**config.mk**
```make
export PLATFORM = sky130hd
export DESIGN_NAME = sym_seq_tx
export DESIGN_NICKNAME = d
export VERILOG_FILES = /design/src/rtl/sym_seq_pkg.sv /design/src/rtl/sym_fifo.sv /design/src/rtl/sym_seq_tx.sv
export SDC_FILE = /design/constraint.sdc
export NUM_CORES = 1
export LEC_CHECK = 0
export CAP_MARGIN = 30
export CORE_MARGIN = 1
export CORE_UTILIZATION = 40
export DETAILED_ROUTE_END_ITERATION = 16
export DONT_BUFFER_PORTS = 1
export SKIP_CTS_REPAIR_TIMING = 1
export SYNTH_ARGS = -nofsm -noshare
export SYNTH_HDL_FRONTEND = slang
export SYNTH_HIERARCHICAL = 1
export SYNTH_SLANG_ARGS = --single-unit
export TNS_END_PERCENT = 5
```
**constraint.sdc**
```tcl
create_clock -name clk -period 6.8 [get_ports clk]
set_input_delay 1.36 -clock clk [delete_from_list [all_inputs] [get_ports clk]]
set_output_delay 1.36 -clock clk [all_outputs]
set_load 0.05 [all_outputs]
```
**src/rtl/sym_seq_pkg.sv**
```systemverilog
// Shared types for the symbol-sequence transmitter.
// With SEQ_CHECK_EN defined, each FIFO entry also carries an expected response symbol.
package sym_seq_pkg;

    typedef enum logic [1:0] {
        IDLE = 2'd0,
        RSTP = 2'd1,
        SEND = 2'd2,
        DONE = 2'd3
    } state_t;

    typedef logic [1:0] sym_t;

    typedef struct packed {
        logic mark;
        sym_t sym;
`ifdef SEQ_CHECK_EN
        sym_t exp;
`endif
    } entry_t;

    localparam logic [7:0] SENT_MAX = 8'd255;

    // Counter increment that sticks at SENT_MAX instead of wrapping.
    function automatic logic [7:0] sat_inc(input logic [7:0] value);
        return (value == SENT_MAX) ? value : value + 8'd1;
    endfunction

endpackage

```
**src/rtl/sym_fifo.sv**
```systemverilog
// First-word-fall-through FIFO with registered full/empty flags.
// A push is taken only when full is low at the edge, even if a pop happens in the same
// cycle. Flush empties the FIFO and overrides any push or pop in that cycle.
module sym_fifo #(
    parameter int DEPTH = 32,
    parameter int WIDTH = 3
) (
    input  logic             clk,
    input  logic             reset,
    input  logic             flush,
    input  logic             push,
    input  logic             pop,
    input  logic [WIDTH-1:0] wdata,
    output logic [WIDTH-1:0] rdata,
    output logic             full,
    output logic             empty
);

    localparam int AW = $clog2(DEPTH);
    localparam logic [AW:0] FULL_CNT = (AW + 1)'(DEPTH);

    logic [WIDTH-1:0] mem_q [DEPTH];
    logic [AW-1:0]    wr_ptr_q, wr_ptr_d;
    logic [AW-1:0]    rd_ptr_q, rd_ptr_d;
    logic [AW:0]      count_q, count_d;
    logic             full_q, full_d;
    logic             empty_q, empty_d;
    logic             push_ok, pop_ok;

    // Next pointer/count values and the flags they imply for the following cycle.
    always_comb begin
        push_ok  = push && !full_q && !flush;
        pop_ok   = pop && !empty_q && !flush;
        wr_ptr_d = wr_ptr_q;
        rd_ptr_d = rd_ptr_q;
        count_d  = count_q;
        if (flush) begin
            wr_ptr_d = '0;
            rd_ptr_d = '0;
            count_d  = '0;
        end else begin
            if (push_ok) wr_ptr_d = wr_ptr_q + 1'b1;
            if (pop_ok)  rd_ptr_d = rd_ptr_q + 1'b1;
            case ({push_ok, pop_ok})
                2'b10:   count_d = count_q + 1'b1;
                2'b01:   count_d = count_q - 1'b1;
                default: count_d = count_q;
            endcase
        end
        full_d  = (count_d == FULL_CNT);
        empty_d = (count_d == '0);
    end

    // Pointer, count and flag registers.
    always_ff @(posedge clk) begin
        if (reset) begin
            wr_ptr_q <= '0;
            rd_ptr_q <= '0;
            count_q  <= '0;
            full_q   <= 1'b0;
            empty_q  <= 1'b1;
        end else begin
            wr_ptr_q <= wr_ptr_d;
            rd_ptr_q <= rd_ptr_d;
            count_q  <= count_d;
            full_q   <= full_d;
            empty_q  <= empty_d;
        end
    end

    // Storage array; contents need no reset because the pointers define validity.
    always_ff @(posedge clk) begin
        if (push_ok) mem_q[wr_ptr_q] <= wdata;
    end

    assign rdata = mem_q[rd_ptr_q];
    assign full  = full_q;
    assign empty = empty_q;

endmodule

```
**src/rtl/sym_seq_tx.sv**
```systemverilog
// Programmable 2-bit symbol-sequence transmitter feeding a downstream FSM's input.
// Queued symbols are played one per HOLD_CYCLES accepted cycles; marked symbols are
// preceded by a one-cycle fsm_reset pulse. Define SEQ_CHECK_EN to add the response checker
// (wr_exp, obs_out, mismatch, err_cnt).
module sym_seq_tx
    import sym_seq_pkg::*;
#(
    parameter int   DEPTH       = 32,
    parameter int   HOLD_CYCLES = 1,
    parameter sym_t IDLE_SYM    = 2'b00
) (
    input  logic       clk,
    input  logic       reset,
    input  logic       wr_en,
    input  logic [1:0] wr_sym,
    input  logic       wr_mark,
`ifdef SEQ_CHECK_EN
    input  logic [1:0] wr_exp,
    input  logic [1:0] obs_out,
    output logic       mismatch,
    output logic [7:0] err_cnt,
`endif
    output logic       full,
    output logic       empty,
    output logic       ovf,
    input  logic       start,
    input  logic       abort,
    input  logic       sym_ready,
    output logic [1:0] sym_out,
    output logic       sym_valid,
    output logic       fsm_reset,
    output logic       busy,
    output logic       done,
    output logic [7:0] sent_cnt
);

    localparam int HW = (HOLD_CYCLES > 1) ? $clog2(HOLD_CYCLES) : 1;
    localparam logic [HW-1:0] HOLD_LAST = HW'(HOLD_CYCLES - 1);

    entry_t        wr_entry, head;
    logic          fifo_full, fifo_empty, fifo_pop, fifo_flush;
    logic          load_head, last_accept;

    state_t        state_q, state_d;
    sym_t          sym_reg_q, sym_reg_d;
    sym_t          sym_out_q, sym_out_d;
    logic          sym_valid_q, sym_valid_d;
    logic          fsm_reset_q, fsm_reset_d;
    logic          busy_q, busy_d;
    logic          done_q, done_d;
    logic          ovf_q, ovf_d;
    logic [7:0]    sent_cnt_q, sent_cnt_d;
    logic [HW-1:0] hold_cnt_q, hold_cnt_d;
`ifdef SEQ_CHECK_EN
    sym_t          exp_reg_q, exp_reg_d;
    sym_t          chk_exp_q, chk_exp_d;
    logic          chk_pend_q, chk_pend_d;
    logic          mismatch_q, mismatch_d;
    logic [7:0]    err_cnt_q, err_cnt_d;
    logic [7:0]    err_base;
`endif

    assign wr_entry.mark = wr_mark;
    assign wr_entry.sym  = wr_sym;
`ifdef SEQ_CHECK_EN
    assign wr_entry.exp  = wr_exp;
`endif

    sym_fifo #(
        .DEPTH (DEPTH),
        .WIDTH ($bits(entry_t))
    ) u_fifo (
        .clk   (clk),
        .reset (reset),
        .flush (fifo_flush),
        .push  (wr_en),
        .pop   (fifo_pop),
        .wdata (wr_entry),
        .rdata (head),
        .full  (fifo_full),
        .empty (fifo_empty)
    );

    // Playback FSM next-state and registered-output logic; abort overrides everything.
    always_comb begin
        state_d     = state_q;
        sym_reg_d   = sym_reg_q;
        sym_out_d   = sym_out_q;
        sym_valid_d = sym_valid_q;
        fsm_reset_d = 1'b0;
        done_d      = 1'b0;
        sent_cnt_d  = sent_cnt_q;
        hold_cnt_d  = hold_cnt_q;
        ovf_d       = ovf_q | (wr_en & fifo_full);
        fifo_flush  = 1'b0;
        load_head   = 1'b0;
        last_accept = 1'b0;
        if (abort) begin
            fifo_flush  = 1'b1;
            state_d     = IDLE;
            sym_out_d   = IDLE_SYM;
            sym_valid_d = 1'b0;
            hold_cnt_d  = '0;
        end else begin
            case (state_q)
                IDLE: begin
                    sym_out_d   = IDLE_SYM;
                    sym_valid_d = 1'b0;
                    if (start) begin
                        sent_cnt_d = '0;
                        hold_cnt_d = '0;
                        if (!fifo_empty) begin
                            load_head = 1'b1;
                        end else begin
                            state_d = DONE;
                            done_d  = 1'b1;
                        end
                    end
                end
                RSTP: begin
                    state_d     = SEND;
                    sym_valid_d = 1'b1;
                    sym_out_d   = sym_reg_q;
                end
                SEND: begin
                    if (sym_ready) begin
                        if (hold_cnt_q == HOLD_LAST) begin
                            last_accept = 1'b1;
                            hold_cnt_d  = '0;
                            if (!fifo_empty) begin
                                load_head = 1'b1;
                            end else begin
                                state_d     = DONE;
                                done_d      = 1'b1;
                                sym_valid_d = 1'b0;
                                sym_out_d   = IDLE_SYM;
                            end
                        end else begin
                            hold_cnt_d = hold_cnt_q + 1'b1;
                        end
                    end
                end
                default: begin
                    state_d     = IDLE;
                    sym_valid_d = 1'b0;
                    sym_out_d   = IDLE_SYM;
                end
            endcase
        end
        if (last_accept) sent_cnt_d = sat_inc(sent_cnt_q);
        if (load_head) begin
            sym_reg_d = head.sym;
            if (head.mark) begin
                state_d     = RSTP;
                fsm_reset_d = 1'b1;
                sym_valid_d = 1'b0;
                sym_out_d   = IDLE_SYM;
            end else begin
                state_d     = SEND;
                sym_valid_d = 1'b1;
                sym_out_d   = head.sym;
            end
        end
        fifo_pop = load_head;
        busy_d   = (state_d != IDLE);
    end

`ifdef SEQ_CHECK_EN
    // Response checker: compares obs_out one cycle after each symbol's final accepted cycle.
    always_comb begin
        exp_reg_d  = load_head ? head.exp : exp_reg_q;
        chk_pend_d = last_accept;
        chk_exp_d  = exp_reg_q;
        mismatch_d = chk_pend_q && !abort && (obs_out != chk_exp_q);
        err_base   = (state_q == IDLE && start && !abort) ? 8'd0 : err_cnt_q;
        err_cnt_d  = mismatch_d ? sat_inc(err_base) : err_base;
    end
`endif

    // State and output registers, all cleared by the synchronous reset.
    always_ff @(posedge clk) begin
        if (reset) begin
            state_q     <= IDLE;
            sym_reg_q   <= IDLE_SYM;
            sym_out_q   <= IDLE_SYM;
            sym_valid_q <= 1'b0;
            fsm_reset_q <= 1'b0;
            busy_q      <= 1'b0;
            done_q      <= 1'b0;
            ovf_q       <= 1'b0;
            sent_cnt_q  <= '0;
            hold_cnt_q  <= '0;
`ifdef SEQ_CHECK_EN
            exp_reg_q   <= '0;
            chk_exp_q   <= '0;
            chk_pend_q  <= 1'b0;
            mismatch_q  <= 1'b0;
            err_cnt_q   <= '0;
`endif
        end else begin
            state_q     <= state_d;
            sym_reg_q   <= sym_reg_d;
            sym_out_q   <= sym_out_d;
            sym_valid_q <= sym_valid_d;
            fsm_reset_q <= fsm_reset_d;
            busy_q      <= busy_d;
            done_q      <= done_d;
            ovf_q       <= ovf_d;
            sent_cnt_q  <= sent_cnt_d;
            hold_cnt_q  <= hold_cnt_d;
`ifdef SEQ_CHECK_EN
            exp_reg_q   <= exp_reg_d;
            chk_exp_q   <= chk_exp_d;
            chk_pend_q  <= chk_pend_d;
            mismatch_q  <= mismatch_d;
            err_cnt_q   <= err_cnt_d;
`endif
        end
    end

    assign full      = fifo_full;
    assign empty     = fifo_empty;
    assign ovf       = ovf_q;
    assign sym_out   = sym_out_q;
    assign sym_valid = sym_valid_q;
    assign fsm_reset = fsm_reset_q;
    assign busy      = busy_q;
    assign done      = done_q;
    assign sent_cnt  = sent_cnt_q;
`ifdef SEQ_CHECK_EN
    assign mismatch  = mismatch_q;
    assign err_cnt   = err_cnt_q;
`endif

endmodule

```
==> results_dict.tcl, run 1 <==
set metrics [dict create \
    final_hold_viol_count 0 \
    route.vias.total 3369 \
    drtAntennaViolNets 0 \
    synth_top_area_cell "edfxtp_1" \
    async_flop_share_pct 0 \
    synthToLayoutAreaGrowth_pct 12.0 \
    syn-num-nets 433 \
    path_class "in2reg" \
    core-area_um2 14500 \
    utilization_pct 45.8 \
    crit_buf_inv 1 \
    routed_wl_mm 11.2 \
    drt-wirelength-per-cell_um 18.3 \
    numClockSinks 138 \
    arrival_ns 4.31 \
    cpPeakStageDelay_ns 0.47 \
    synth_cells 416 \
    max-cap-violations 0 \
    detailed_place.area_um2 6090 \
    end_kind "flip-flop" \
    ys_warn_count 6 \
    fmax_mhz 252 \
    drtPass1Iterations 5 \
    cts_root_buf "clkbuf_16" \
    fin_nets 434 \
    synth_edf_count 96 \
    clk_path_buf_depth 2 \
    grt_first_pass_wirelength_mm 17.4 \
    layout-drive-gt1-share_pct 19.6 \
    hold_path_class "reg2reg" \
    critPathTopFamily "simple AND/OR/NAND/NOR gates" \
    n_antenna_cell 0 \
    finalCritPeriodShare_pct 58.4 \
    tightest_slew_ns 0.769 \
    stdcell_count 612 \
    rows 44 \
    chipWidth_um 124 \
    cp_max_fo 13 \
    ys_top_cells_by_area "edfxtp_1 (49%), dfxtp_1 (14%), mux4_2 (11%)" \
    grt_max_degree 33 \
    fin_tns_setup_ns 0 \
    htree_num_levels 4 \
    port_buffers 0 \
    grt_usage_pct 15.7 \
    ys_seq_area_share_pct 62.7 \
    grt_antenna_before_repair 0 \
    post-route-drc-count 0 \
    synth_area_per_cell_um2 14.3 \
    grt_pass1_vias 3188 \
    clk_pin_slew_ns 0.05 \
    yosysUniqueCellTypes 66 \
    syn_area_um2 5940 \
    grt_overflow 0 \
    dp_cells 582 \
    ir_drop_mv 0.165 \
    slew_headroom_pct 48.7 \
    crit_path_cell_trace "or2_1 -> nor3_2 -> or3b_4 -> clkinv_4 -> nand2_4 -> xnor2_1 -> ha_1 -> a21o_2 -> and3_2 -> or3_1 -> xnor2_1 -> o2111ai_1 -> a211oi_2" \
    dr.first_iter.drc_count 211 \
    num_io_pins 26 \
    cp.depth 13 \
    critPathRequiredTime_ns 7.13 \
    crit_top_cell "xnor2_1" \
    power_density_nw_per_um2 275 \
    whs_path_depth 2 \
    ys.flop_type "edfxtp_1" \
    setup_violations 0 \
    startpoint_type "input pin" \
    cts_buffers 17 \
    cts_tree "built" \
    clk_latency_ns 0.41 \
    dp_hpwl_mm 7.30 \
    place_congestion 0.840 \
    chipHeight_um 124 \
    drv_slew 0 \
    slowest_stage "or3b_4" \
    status "completed" \
    yosysTopAreaCellShare_pct 48.5 \
    rsz0062_at_grt "no" \
    dieArea_um2 15300 \
    fin_area_um2 6650 \
    leakage_nw 2.04 \
    min_period_ns 3.97 \
    worstRegToRegCells 12 \
    skew_ns 0.00720 \
    viasPerCell 5.50 \
    start_util_pct 40.9 \
    ys_ff_latch 138 \
]
## cell usage in the layout, fill, tap and decap left out, drive strengths merged, types with 3 or more instances in the layout
| cell | instances |
|---|---|
| edfxtp | 96 |
| dfxtp | 42 |
| xnor2 | 6 |
| ha | 8 |
| or2 | 5 |
| or3 | 4 |
| nand2 | 19 |
| bufinv | 3 |
| mux2 | 3 |
| or4 | 4 |
| mux4 | 30 |
| mux2i | 6 |
| o22ai | 3 |
| nand4 | 5 |
| nand3 | 10 |
| a311oi | 3 |
| nand2b | 5 |
| a21oi | 14 |
| nor3b | 6 |
| clkinv | 5 |
| inv | 6 |
| and3 | 3 |
| a211oi | 5 |
| nor2 | 63 |
| nor2b | 3 |
| nor3 | 4 |
| xor2 | 7 |
| or3b | 3 |
| o21ai | 5 |
| clkbuf | 22 |
## cell usage after synthesis, types with 4 or more instances
| cell | n |
|---|---|
| nor3b_1 | 6 |
| o21ai_0 | 5 |
| a21oi_1 | 13 |
| clkbuf_1 | 9 |
| nand4_1 | 5 |
| nand2_1 | 18 |
| nor2_1 | 63 |
| nand3_1 | 9 |
| ha_1 | 8 |
| mux4_2 | 30 |
| inv_1 | 5 |
| xnor2_1 | 6 |
| nand2b_1 | 5 |
| mux2i_1 | 6 |
| edfxtp_1 | 96 |
| xor2_1 | 7 |
| buf_2 | 4 |
| dfxtp_1 | 42 |
## worst reg2reg max path, cell delays in order (launching register included)
cell	delay [ns]
dfxtp_1	0.56
nor3_2	0.46
or3b_4	0.47
clkinv_4	0.11
nand2_4	0.06
xnor2_1	0.13
ha_1	0.18
a21o_2	0.21
and3_2	0.20
or3_1	0.32
xnor2_1	0.20
o2111ai_1	0.20
a211oi_2	0.24
## report_power, final
part	internal, mW	switching [mW]
sequential	0.902	0.00834
combinational	0.0107	0.0166
clock	0.571	0.318
## routing by layer
| metal | share of wire, % | track usage [%] | up-vias |
|---|---|---|---|
| met3 | 4.2 | 3.66 | 14 |
| met5 | 0 | 0 | - |
| li1 | - | - | 1591 |
| met4 | 1.6 | 6.78 | 0 |
| met1 | 47 | 21.7 | 1669 |
| met2 | 47 | 23.8 | 95 |
## worst paths after layout
kind	from	endpoint	slack, ns
min reg2reg	sym_reg_q[0]	sym_reg_q[0]	0.50
min	sym_reg_q[0]	sym_reg_q[0]	0.50
max reg2reg	u_fifo/empty	u_fifo/empty	3.38
max	abort	u_fifo/empty	2.83
## final cells by class
type                    count  area, um2
well taps                 184        230
flip-flops and latches    138       3720
clock inverters             8        121
clock buffers              22        444
inverters                   6       27.5
repair buffers              2       15.0
fillers                  1293       7880
multi-input cells         252       2090
## registers in the layout, summed over array words and instances (netlist names), 2 cells and up, named ones only
signal / flops
sym_out: 2
sym_reg_q: 2
u_fifo/mem_q: 96
state_q: 2
u_fifo/rd_ptr_q: 5
u_fifo/count_q: 6
sent_cnt: 8
u_fifo/wr_ptr_q: 5
## logic make-up (layout without fill, tap and decap cells)
logic type | count (synthesis) | in the layout | synth area share (%)
DFF | 138 | 138 | 62.7
AOI/OAI and AO/OA | 46 | 46 | 5.58
buffers and inverters | 26 | 38 | 2.11
xor gates and xnor gates | 13 | 13 | 1.92
adders and majority gates | 8 | 8 | 1.68
and+or+nand+nor | 146 | 146 | 13.1
muxes | 39 | 39 | 13.0
## per-stage QoR
stage / setup slack [ns] / power (mW) / hold WS, ns
after global routing: 2.62 / 1.88 / 0.526
final: 2.83 / 1.83 / 0.499
after detailed placement: 2.43 / 0.955 / 0.492
after global placement: 2.48 / 0.954 / 0.489
after CTS: 2.84 / 1.84 / 0.510
after floorplan: 2.66 / 0.950 / 0.461
(Power assumes the default switching activity.)
==> inputs of run 2 (changes only) <==
clock period = 3.71 ns   (was 6.8 ns; I/O delays follow)
==> results_dict.tcl, run 2 (synthesis gave the netlist of run 1 again) <==
set metrics [dict create \
    layout_commonest_cell "edfxtp_1" \
    final_hold_viol_count 0 \
    power.net_switching_uw 683 \
    stdcell_count 619 \
    dieArea_um2 15300 \
    routed_wl_mm 11.1 \
    fmax_mhz 309 \
    power_frac_comb_pct 1.5 \
    slew_headroom_pct 56.7 \
    chipWidth_um 124 \
    layout_setup_ws_ns 0.470 \
    rows 44 \
    startpoint_type "flip-flop" \
    min_period_ns 3.24 \
    leakage_nw 2.09 \
    top_register "u_fifo/mem_q" \
    reg2reg_from "state_q[1]" \
    grt_util_met1_pct 21.9 \
    holdWs_ns 0.392 \
    grt_pass1_vias 3312 \
    chipHeight_um 124 \
    hold_path_class "in2reg" \
    drtPass1Iterations 4 \
    crit_path_cell_trace "mux2i_1 -> nor3_2 -> or3b_4 -> clkinv_4 -> nand2_4 -> xnor2_1 -> ha_1 -> a21o_2 -> and3_2 -> or3_1 -> xnor2_1 -> o2111ai_1 -> a211oi_2" \
    port_buffers 0 \
    dr.first_iter.drc_count 243 \
    grt_overflow 0 \
    cp_max_fo 10 \
    end_kind "flip-flop" \
    arrival_ns 3.57 \
    n_antenna_cell 0 \
    fin_nets 439 \
    tightest_slew_ns 0.649 \
    grt_max_degree 33 \
    grt_first_pass_wirelength_mm 17.6 \
    start_util_pct 40.9 \
    core-area_um2 14500 \
    crit_buf_inv 1 \
    critPathRequiredTime_ns 4.04 \
    status "completed" \
    drv_slew 0 \
    final_cell_mix "edfxtp_1 (96), nor2_1 (63), dfxtp_1 (42)" \
    power_frac_seq_pct 47.8 \
    power.internal_mw 2.80 \
    skew_ns 0.00890 \
    fin_tns_setup_ns 0 \
    post-route-drc-count 0 \
    cpPeakStageDelay_ns 0.47 \
    path_class "reg2reg" \
    swShare_pct 19.6 \
    dp_hpwl_mm 7.23 \
    clk_latency_ns 0.41 \
    crit_top_cell "xnor2_1" \
    clkPwrFrac_pct 50.7 \
    ir_drop_mv 0.310 \
    cts_root_buf "clkbuf_16" \
    fillCellCount 1289 \
    htree_num_levels 4 \
    synthToLayoutAreaGrowth_pct 13.8 \
    max-cap-violations 0 \
    numClockSinks 138 \
    place_congestion 0.780 \
    setup_violations 0 \
    layout-drive-gt1-share_pct 21.8 \
    grt_antenna_before_repair 0 \
    cts_tree "built" \
    power_density_nw_per_um2 516 \
    clk_path_buf_depth 2 \
    route.vias.total 3413 \
    drtAntennaViolNets 0 \
    dp_cells 587 \
    grt_util_met3_pct 4.76 \
    num_io_pins 26 \
    grt.met2_usage_pct 23.6 \
    rsz0062_at_grt "no" \
    ff2ff_setup_slack_ns 0.47 \
    min_from "reset" \
    grt_usage_pct 15.9 \
    crit_path_start "state_q[1]" \
    largest_reg_flops 96 \
    busiest_layer "met2" \
    critPathTopFamily "simple AND/OR/NAND/NOR gates" \
    power_mw 3.49 \
    drt-wirelength-per-cell_um 18.0 \
    clk_pin_slew_ns 0.06 \
    preCtsSetupSlack_ns 0.111 \
    finalCritPeriodShare_pct 87.3 \
    slowest_stage "dfxtp_1" \
    viasPerCell 5.51 \
    cts_buffers 17 \
]
==> run 2: cell count changes in the layout (fill, tap and decap cells not counted), sizes merged <==
cell / before / now
bufinv: 3 / 4
clkinv: 5 / 4
buf: 2 / 7
clkinvlp: 0 / 3
clkbuf: 22 / 19
inv: 6 / 8
==> run 2: through the flow <==
step / cell area, um2 / util [%]
floorplan: 5940 / -
global route: 6760 / 46.5
CTS: 6760 / 46.5
global placement: 6140 / 42.2
detailed placement: 6140 / 42.2
finish: 6760 / 46.5
==> run 2: routing by layer <==
| layer | vias up | wire length [um] |
|---|---|---|
| met3 | 14 | 529 |
| met1 | 1717 | 5220 |
| met4 | 0 | 187 |
| met5 | - | 0 |
| met2 | 78 | 5190 |
| li1 | 1604 | - |
==> run 2: path summary, 6_finish.rpt <==
kind,to,cells past startpoint
setup reg to reg,u_fifo/empty,13
hold reg to reg,sym_reg_q[0],2
setup / recovery,u_fifo/empty,13
hold / removal,sent_cnt[6],1
==> run 2: area by class of cell <==
type / count / area [um2] / area share [%]
Sequential cell: 138 / 3720 / 55.1
Multi-Input combinational cell: 252 / 2090 / 30.9
Tap cell: 184 / 230 / 3.40
Timing Repair Buffer: 7 / 65.1 / 0.962
Clock inverter: 13 / 191 / 2.83
Inverter: 6 / 27.5 / 0.407
Clock buffer: 19 / 433 / 6.40
==> run 2: power by group through the flow <==
stage	sequential (mW)	combinational, mW	clock (mW)
6_report	1.67	0.0539	1.77
5_1_grt	1.67	0.0584	1.87
4_1_cts	1.67	0.0541	1.81
3_5_place_dp	1.70	0.0537	0
3_3_place_gp	1.70	0.0528	0
2_1_floorplan	1.70	0.0442	0
